File: src/rtl/pipeline_controller.sv
// Hazard, stall and flush sequencer for a five-stage pipeline: register enables/flushes,
// PC update control, EX operand forwarding, memory handshakes, dmem watchdog and stall counter.
module pipeline_controller #(
    parameter int unsigned DataSize    = 64,
    parameter int unsigned DmemTimeout = 255
) (
    input  logic                i_clock,
    input  logic                i_reset_n,
    input  logic [4:0]          i_id_rs1,
    input  logic [4:0]          i_id_rs2,
    input  logic                i_id_uses_rs1,
    input  logic                i_id_uses_rs2,
    input  logic [4:0]          i_ex_rs1,
    input  logic [4:0]          i_ex_rs2,
    input  logic [4:0]          i_ex_rd,
    input  logic                i_ex_reg_we,
    input  logic                i_ex_mem_read,
    input  logic [4:0]          i_mem_rd,
    input  logic                i_mem_reg_we,
    input  logic [4:0]          i_wb_rd,
    input  logic                i_wb_reg_we,
    input  logic                i_branch_taken,
    input  logic                i_trap,
    output logic                o_imem_req,
    input  logic                i_imem_ack,
    input  logic                i_dmem_access,
    output logic                o_dmem_req,
    input  logic                i_dmem_ack,
    output logic                o_pc_en,
    output logic [1:0]          o_pc_src,
    output logic                o_if_id_en,
    output logic                o_id_ex_en,
    output logic                o_ex_mem_en,
    output logic                o_mem_wb_en,
    output logic                o_if_id_flush,
    output logic                o_id_ex_flush,
    output logic                o_ex_mem_flush,
    output logic                o_mem_wb_flush,
    output logic [1:0]          o_forward_a,
    output logic [1:0]          o_forward_b,
    output logic                o_dmem_timeout,
    output logic [DataSize-1:0] o_stall_count
);

    localparam int unsigned WdW = $clog2(DmemTimeout + 1);

    localparam logic [1:0] PcSeq    = 2'b00;
    localparam logic [1:0] PcBranch = 2'b01;
    localparam logic [1:0] PcTrap   = 2'b10;

    typedef enum logic [1:0] {StRun, StImemWait, StDmemWait, StTrapFlush} state_e;

    state_e              r_state, w_state_next;
    logic [WdW-1:0]      r_wdog, w_wdog_next, w_wdog_inc;
    logic [DataSize-1:0] r_stall_count;
    logic                w_load_use;

    // The load-use check keys on ex_mem_read alone; ex_reg_we is not needed here.
    logic w_unused;
    assign w_unused = i_ex_reg_we;

    // EX/MEM beats MEM/WB; x0 is never forwarded.
    function automatic logic [1:0] fwd_sel(input logic [4:0] rs);
        if (i_mem_reg_we && (i_mem_rd != 5'd0) && (i_mem_rd == rs)) return 2'b10;
        if (i_wb_reg_we && (i_wb_rd != 5'd0) && (i_wb_rd == rs))    return 2'b01;
        return 2'b00;
    endfunction

    assign w_load_use = i_ex_mem_read && (i_ex_rd != 5'd0) &&
                        ((i_id_uses_rs1 && (i_id_rs1 == i_ex_rd)) ||
                         (i_id_uses_rs2 && (i_id_rs2 == i_ex_rd)));

    assign w_wdog_inc = r_wdog + 1'b1;

    // Next-state and all control outputs; reset forces the idle/bubble values asynchronously.
    always_comb begin
        w_state_next   = r_state;
        w_wdog_next    = r_wdog;
        o_imem_req     = 1'b0;
        o_dmem_req     = 1'b0;
        o_pc_en        = 1'b1;
        o_pc_src       = PcSeq;
        o_if_id_en     = 1'b1;
        o_id_ex_en     = 1'b1;
        o_ex_mem_en    = 1'b1;
        o_mem_wb_en    = 1'b1;
        o_if_id_flush  = 1'b0;
        o_id_ex_flush  = 1'b0;
        o_ex_mem_flush = 1'b0;
        o_mem_wb_flush = 1'b0;
        o_dmem_timeout = 1'b0;
        o_forward_a    = fwd_sel(i_ex_rs1);
        o_forward_b    = fwd_sel(i_ex_rs2);

        unique case (r_state)
            StRun: begin
                o_imem_req = 1'b1;
                if (i_trap) begin
                    // Hold PC for the vector load next cycle; kill the trapping
                    // instruction and anything younger entering EX/MEM.
                    o_pc_en        = 1'b0;
                    o_pc_src       = PcTrap;
                    o_if_id_en     = 1'b0;
                    o_id_ex_en     = 1'b0;
                    o_ex_mem_flush = 1'b1;
                    o_mem_wb_flush = 1'b1;
                    w_state_next   = StTrapFlush;
                end else if (i_dmem_access && !i_dmem_ack) begin
                    // Freeze IF..EX/MEM; a coincident branch stays in ID/EX and re-asserts.
                    o_dmem_req     = 1'b1;
                    o_pc_en        = 1'b0;
                    o_if_id_en     = 1'b0;
                    o_id_ex_en     = 1'b0;
                    o_ex_mem_en    = 1'b0;
                    o_mem_wb_flush = 1'b1;
                    w_state_next   = StDmemWait;
                end else begin
                    o_dmem_req = i_dmem_access;
                    if (i_branch_taken) begin
                        // Branch flushes IF/ID, so a load-use hazard there is moot.
                        o_pc_src      = PcBranch;
                        o_if_id_flush = 1'b1;
                        o_id_ex_flush = 1'b1;
                    end else if (w_load_use) begin
                        o_pc_en       = 1'b0;
                        o_if_id_en    = 1'b0;
                        o_id_ex_flush = 1'b1;
                    end else if (!i_imem_ack) begin
                        o_pc_en       = 1'b0;
                        o_if_id_flush = 1'b1;
                        w_state_next  = StImemWait;
                    end
                end
            end
            StImemWait: begin
                o_imem_req = 1'b1;
                if (i_imem_ack) begin
                    w_state_next = StRun;
                end else begin
                    o_pc_en       = 1'b0;
                    o_if_id_flush = 1'b1;
                end
            end
            StDmemWait: begin
                o_dmem_req  = 1'b1;
                o_pc_en     = 1'b0;
                o_if_id_en  = 1'b0;
                o_id_ex_en  = 1'b0;
                o_ex_mem_en = 1'b0;
                if (i_dmem_ack) begin
                    w_wdog_next  = '0;
                    w_state_next = StRun;
                end else if (w_wdog_inc == WdW'(DmemTimeout)) begin
                    o_mem_wb_flush = 1'b1;
                    o_dmem_timeout = 1'b1;
                    w_wdog_next    = '0;
                    w_state_next   = StTrapFlush;
                end else begin
                    o_mem_wb_flush = 1'b1;
                    w_wdog_next    = w_wdog_inc;
                end
            end
            StTrapFlush: begin
                // MEM/WB is also flushed: after a timeout EX/MEM still holds the dead access.
                o_pc_en        = 1'b1;
                o_pc_src       = PcTrap;
                o_if_id_flush  = 1'b1;
                o_id_ex_flush  = 1'b1;
                o_ex_mem_flush = 1'b1;
                o_mem_wb_flush = 1'b1;
                w_state_next   = StRun;
            end
            default: w_state_next = StRun;
        endcase

        if (!i_reset_n) begin
            w_state_next   = StRun;
            w_wdog_next    = '0;
            o_imem_req     = 1'b0;
            o_dmem_req     = 1'b0;
            o_pc_en        = 1'b0;
            o_pc_src       = PcSeq;
            o_if_id_en     = 1'b0;
            o_id_ex_en     = 1'b0;
            o_ex_mem_en    = 1'b0;
            o_mem_wb_en    = 1'b0;
            o_if_id_flush  = 1'b1;
            o_id_ex_flush  = 1'b1;
            o_ex_mem_flush = 1'b1;
            o_mem_wb_flush = 1'b1;
            o_dmem_timeout = 1'b0;
            o_forward_a    = 2'b00;
            o_forward_b    = 2'b00;
        end
    end

    // State and watchdog registers.
    always_ff @(posedge i_clock or negedge i_reset_n) begin
        if (!i_reset_n) begin
            r_state <= StRun;
            r_wdog  <= '0;
        end else begin
            r_state <= w_state_next;
            r_wdog  <= w_wdog_next;
        end
    end

    // Saturating count of cycles in which the PC did not advance.
    always_ff @(posedge i_clock or negedge i_reset_n) begin
        if (!i_reset_n) begin
            r_stall_count <= '0;
        end else if (!o_pc_en && (r_stall_count != '1)) begin
            r_stall_count <= r_stall_count + 1'b1;
        end
    end

    assign o_stall_count = r_stall_count;

endmodule

File: config.mk
export PLATFORM = sky130hd
export DESIGN_NAME = pipeline_controller
export DESIGN_NICKNAME = d
export VERILOG_FILES = /design/src/rtl/pipeline_controller.sv
export SDC_FILE = /design/constraint.sdc
export NUM_CORES = 1
export LEC_CHECK = 0
export ABC_AREA = 1
export BUFFER_PORTS_ARGS = -buffer_cell sky130_fd_sc_hd__buf_2
export CORE_MARGIN = 1.5
export CORE_UTILIZATION = 40
export DETAILED_ROUTE_END_ITERATION = 12
export GPL_TIMING_DRIVEN = 0
export MAX_ROUTING_LAYER = met4
export SETUP_SLACK_MARGIN = 0.3
export SLEW_MARGIN = 15
export SYNTH_ARGS = -nofsm -noshare
export SYNTH_HDL_FRONTEND = slang
export SYNTH_SLANG_ARGS = --single-unit
File: constraint.sdc
create_clock -name i_clock -period 2.8 [get_ports i_clock]
set_input_delay 0.56 -clock i_clock [delete_from_list [all_inputs] [get_ports i_clock]]
set_output_delay 0.56 -clock i_clock [all_outputs]
set_load 0.005 [all_outputs]
Yosys cells after proc, flatten, opt, wreduce, memory -nomap -nowiden:

Index checks and enable logic that the tools add are counted.

* output and inout port bits: 82
* bits in registers: 74
* input port bits: 48
* logic and storage cells: 130

* equal/unequal tests: 17
* $add $sub $neg: 2
* reduce and logical (&&, ||, !) cells: 21
* multiplexer cells: 87

Operator list (count)
* 64-bit by 1-bit adder with 64-bit output (second input constant): 1
* 64-bit inequality test (second input constant): 1
* 1-bit 2-to-1 mux: 51
* 2-bit 2-to-1 mux: 21
* 8-bit 2-to-1 mux: 4
* 5-bit equality test: 6
* 5-bit inequality test (second input constant): 3
* 5-bit nonzero test: 3
* 1-bit logical AND: 12
* 1-bit case mux with 2 select lines: 6
* 8-bit by 1-bit adder with 8-bit output (second input constant): 1
* 8-bit equality test (second input constant): 1
* 2-bit case mux with 4 select lines: 1
* 1-bit case mux with 3 select lines: 2
* 5-bit AND reduction: 1
* 2-bit equality test (second input constant): 2
* 4-bit inequality test (second input constant): 1
* 1-bit case mux with 4 select lines: 1
* 2-bit case mux with 2 select lines: 1
* 3-bit inequality test (second input constant): 1
* 2-bit by 1-bit equality test with 1-bit output (second input constant): 1
* 1-bit logical NOT: 2
* 2-bit logical NOT: 1
* 2-bit by 1-bit inequality test with 1-bit output (second input constant): 1
* 2 further kinds: 2

Longest topological paths before layout:

* depth after elaboration: 12
* mapped depth: 15
* depth with buffers taken out: 14

Least setup slack after synthesis:

No wires, ideal clock.

* kind: register -> output
* start: register r_state[0]
* end: output o_pc_en
* cell stages (with the launch flop): 14
* path buffers: 1
* data required time: 2240 ps
* slack: 562 ps
* data arrival time: 1678 ps
* cells stage by stage: dfrtp_1 -> inv_1 -> ha_1 -> inv_2 -> nor2_1 -> inv_1 -> nor2_1 -> inv_1 -> a21oi_1 -> nand2_1 -> nand2_1 -> nand2_1 -> clkbuf_1 -> inv_1

* longest elaborated chain between the ends: 3
* elaborated cells between the ends (all ways): 6
* those cells by class: 3 x eq/ne; 2 x mux; 1 x reduce/logical

RTL lines
* start: declaration: line 53 `state_e r_state, w_state_next;`
* start signal: assignment: line 200 `r_state <= StRun;`
* start signal: assignment: line 203 `r_state <= w_state_next;`
* 2-bit equality test, or another cell as far along: line 95 `unique case (r_state)`
* 1-bit case mux with 4 select lines *: line 95
* 1-bit 2-to-1 mux *: line 176 `if (!i_reset_n) begin`
* end: declaration: line 29 `output logic o_pc_en,`

Mark *: on every way between the ends. The rest lies on a longest branch, timed or not.

Worst setup path in the final report:

* start: register r_state[1]
* end: output o_pc_en

Same word-level chain as after synthesis.

==> metrics.txt <==
status=completed; final net count=between 1000 and 1500; share of layout cells above drive strength 1=between 10% and 20%; Die Area=15400 um^2; cell row count=between 40 and 50; Least-Margin Pin Slew=between 0.6 and 0.7 ns; Psw=1.25 mW; Clock Tree Root=clkbuf_16; post-synthesis sequential area ratio=about a third; core box area=14400 um^2; dpl cell area=just under 7000 um^2; pre-CTS setup slack=-0.276 ns; Worst setup SP type=flop; Worst Path Arrival=a little under 2 ns; Clock transition at path regs=about 0.060 ns; Post-DP HPWL=roughly 16 mm; slowest stage delay, CP=0.39 ns; Tot GR Track Use=approximately a quarter; Yosys reg bits=74; Final min period=between 2 and 3 ns; internal power=~2.4 mW; Rel. slew slack=54.8%; initial antenna violation count=0; worst path cell trace=inv_2 > ha_4 > inv_6 > nor2_4 > inv_2 > nor2_4 > inv_2 > a21oi_2 > nand2_1 > nand2_2 > nand2_4 > clkbuf_8 > inv_1 > buf_2; non-filler cells, final=about 1300; power share of the clock group=approximately 32%; cell family with most CP delay=buffers and inverters; H-tree Lvls=3; RSZ-0062 raised after global routing=yes; post-layout instance area=around 7300 um^2; final WL=between 15 and 20 mm; fin crit share=slightly below 90%; Inst Count DP=between 1000 and 1500; via count=6438; Synth Flop Type=dfrtp_1; area growth from synthesis to layout=24.8%; CP Capture Type=primary output; worst skew pair latency=about 0.34 ns; logic gate share of total power=approximately a third; grt total ovfl=0; Final Max Tran Viols=0; cts bufs inserted=9; Initial DRT Pass Iterations=5; RD Place Congestion=0.981; post-synth cell types=32; global-route wire length before repair=about 32 mm; antenna viol nets, final=0; max-cap viol count=0; routed length per instance=15.1 um; Syn Area/Cell=approximately 6.3 um^2; critical path class=flop to primary output; Post-Synthesis Cells=933; io pins=130; CTS tree=yes; Initial DRC Count=400; Async S/R FF share, synth=100%; Net Count, Synth=just under 1000; max frequency=between 0.3 and 0.4 GHz; crit path setup slack, layout=~0.3 ns; power density over the cells=around 500 nW/um^2; ANT cells=0; CTS Sinks=74; met1 wire length=approximately 9.4 mm; Worst EP required=~2.2 ns; Min Hold Slack=between 0.05 and 0.06 ns; DR top layer=met4; # hold bufs at CTS=0; Critical Path Most Common Cell=inv_2; Lkg Pwr=about 3.7 nW; vias per std cell=roughly 5.0; mapped cell area=around 5900 um^2; synth warn=0; # DRC=0; number of global-route vias before repair=6128; Die Ht=between 100 and 150 um; sw frac=roughly a third; routed wire length on met3=890 um; setup TNS=0 ns; slowest CP cell=dfrtp_1; fill count=1550; IO Port Bufs=~130; Worst Path Buf+Inv=7; Initial Util=between 40% and 50%; critical path fanouts, max=5; Peak VDD IR=252 uV; total length of routed met2 wires=approximately 8.6 mm; Clock Skews=0.00787 ns; min-delay worst type=input port to asynchronous set/reset pin; largest net degree at the start of global routing=41; final hold vios=0; Reg power frac=33.7%; DIE WIDTH=roughly 120 um; Finish-stage setup viols=0; number of synthesized flops with an enable pin=0; Clock Tree Buf Depth=2
## final cells by class
type	count	area [um^2]	share of cell area [%]
clock buffer	14	264	3.60
timing repair buffer	147	827	11.3
tap	184	230	3.14
buffer	22	136	1.86
sequential	74	1850	25.2
inverter	102	388	5.28
multi-input combinational	735	3610	49.1
clock inverter	2	35.0	0.477
## metrics by stage
stage / util (%) / power (mW)
after global placement: 46.8 / 2.24
final: 50.9 / 3.66
after floorplan: - / 1.88
after CTS: 50.1 / 3.60
after detailed placement: 47.0 / 2.25
after global routing: 50.9 / 3.89
## state kept, by name, indices dropped and copies added, names as in the netlist
signal and flops:
r_state 2, r_wdog 8, o_stall_count 64
## worst reg2reg max path, stage by stage, from the launching register on
cell	delay (ns)
dfrtp_1	0.41
ha_2	0.29
inv_2	0.08
nor3_4	0.24
nand2_2	0.21
nor2_4	0.20
nand4_4	0.12
buf_4	0.21
clkbuf_2	0.21
nand3_1	0.13
nand2_1	0.06
## placed cells by master (no fill, tap or decap), types with 6 or more instances in the layout
cell,n
buf_2,132
inv_1,93
nand4_1,15
buf_4,23
clkbuf_2,6
nor2_1,111
o21ai_0,20
nand2_1,336
clkbuf_16,9
nor3_1,31
nand3_1,103
inv_2,8
dfrtp_1,73
xnor2_1,20
xor2_1,47
## worst paths after layout
kind                                        start                end  slack [ns]  depth (start not counted)
worst max-delay path                   r_state[1]            o_pc_en        0.30                         14
max in group asynchronous               i_reset_n   o_stall_count[0]        2.27                          2
worst min register to register  o_stall_count[32]  o_stall_count[32]        0.50                          2
worst min-delay path                    i_reset_n          r_wdog[6]        0.05                          1
min in group i_clock            o_stall_count[32]  o_stall_count[32]        0.50                          2
worst max register to register   o_stall_count[1]  o_stall_count[47]        0.54                         10
## cell usage after synthesis (2+ instances only)
master,count,area (um^2)
a21oi_1,7,35.0
a221oi_1,3,26.3
buf_2,5,25.0
buf_4,7,52.6
clkbuf_1,9,33.8
dfrtp_1,74,1850
ha_1,7,87.6
inv_1,97,364
inv_2,5,18.8
nand2_1,338,1270
nand3_1,104,521
nand3b_1,3,22.5
nand4_1,15,93.8
nor2_1,115,432
nor3_1,32,160
nor4_1,2,12.5
o21ai_0,21,105
o22ai_1,5,31.3
o41ai_1,2,17.5
or2_2,5,31.3
xnor2_1,20,175
xor2_1,47,412
## routing by layer
metal / vias to the layer above / track usage (%)
li1: 3270 / -
met2: 179 / 39.7
met3: 28 / 3.66
met5: - / -
met1: 2961 / 37.0
met4: 0 / 6.83
## kinds of logic (layout without fill, tap and decap cells)
| family | count (synthesis) | in the layout | share of synthesized area (%) |
|---|---|---|---|
| AOI/OAI and AO/OA | 41 | 41 | 4.04 |
| xor gates and xnor gates | 67 | 67 | 9.98 |
| adders and majority gates | 7 | 7 | 1.49 |
| buffers and inverters | 124 | 287 | 8.47 |
| DFF | 74 | 74 | 31.5 |
| and+or+nand+nor | 620 | 620 | 44.5 |
## power by group through the flow
stage	registers, mW	logic (mW)	clock network [mW]
after floorplan	1.24	0.641	0
after global placement	1.26	0.983	0
after detailed placement	1.26	0.985	0
after CTS	1.24	1.16	1.20
after global routing	1.25	1.39	1.25
final	1.24	1.25	1.18
## what timing repair did
| action | in CTS | in global routing |
|---|---|---|
| endpoints found under the setup margin | 74 | 70 |
| setup buffers | 10 | 8 |
| pin swaps | 5 | 3 |
| resized for setup | 27 | 20 |
| endpoints found under the hold margin | 0 | 0 |
Note: power is estimated with default switching activity, not from simulation.
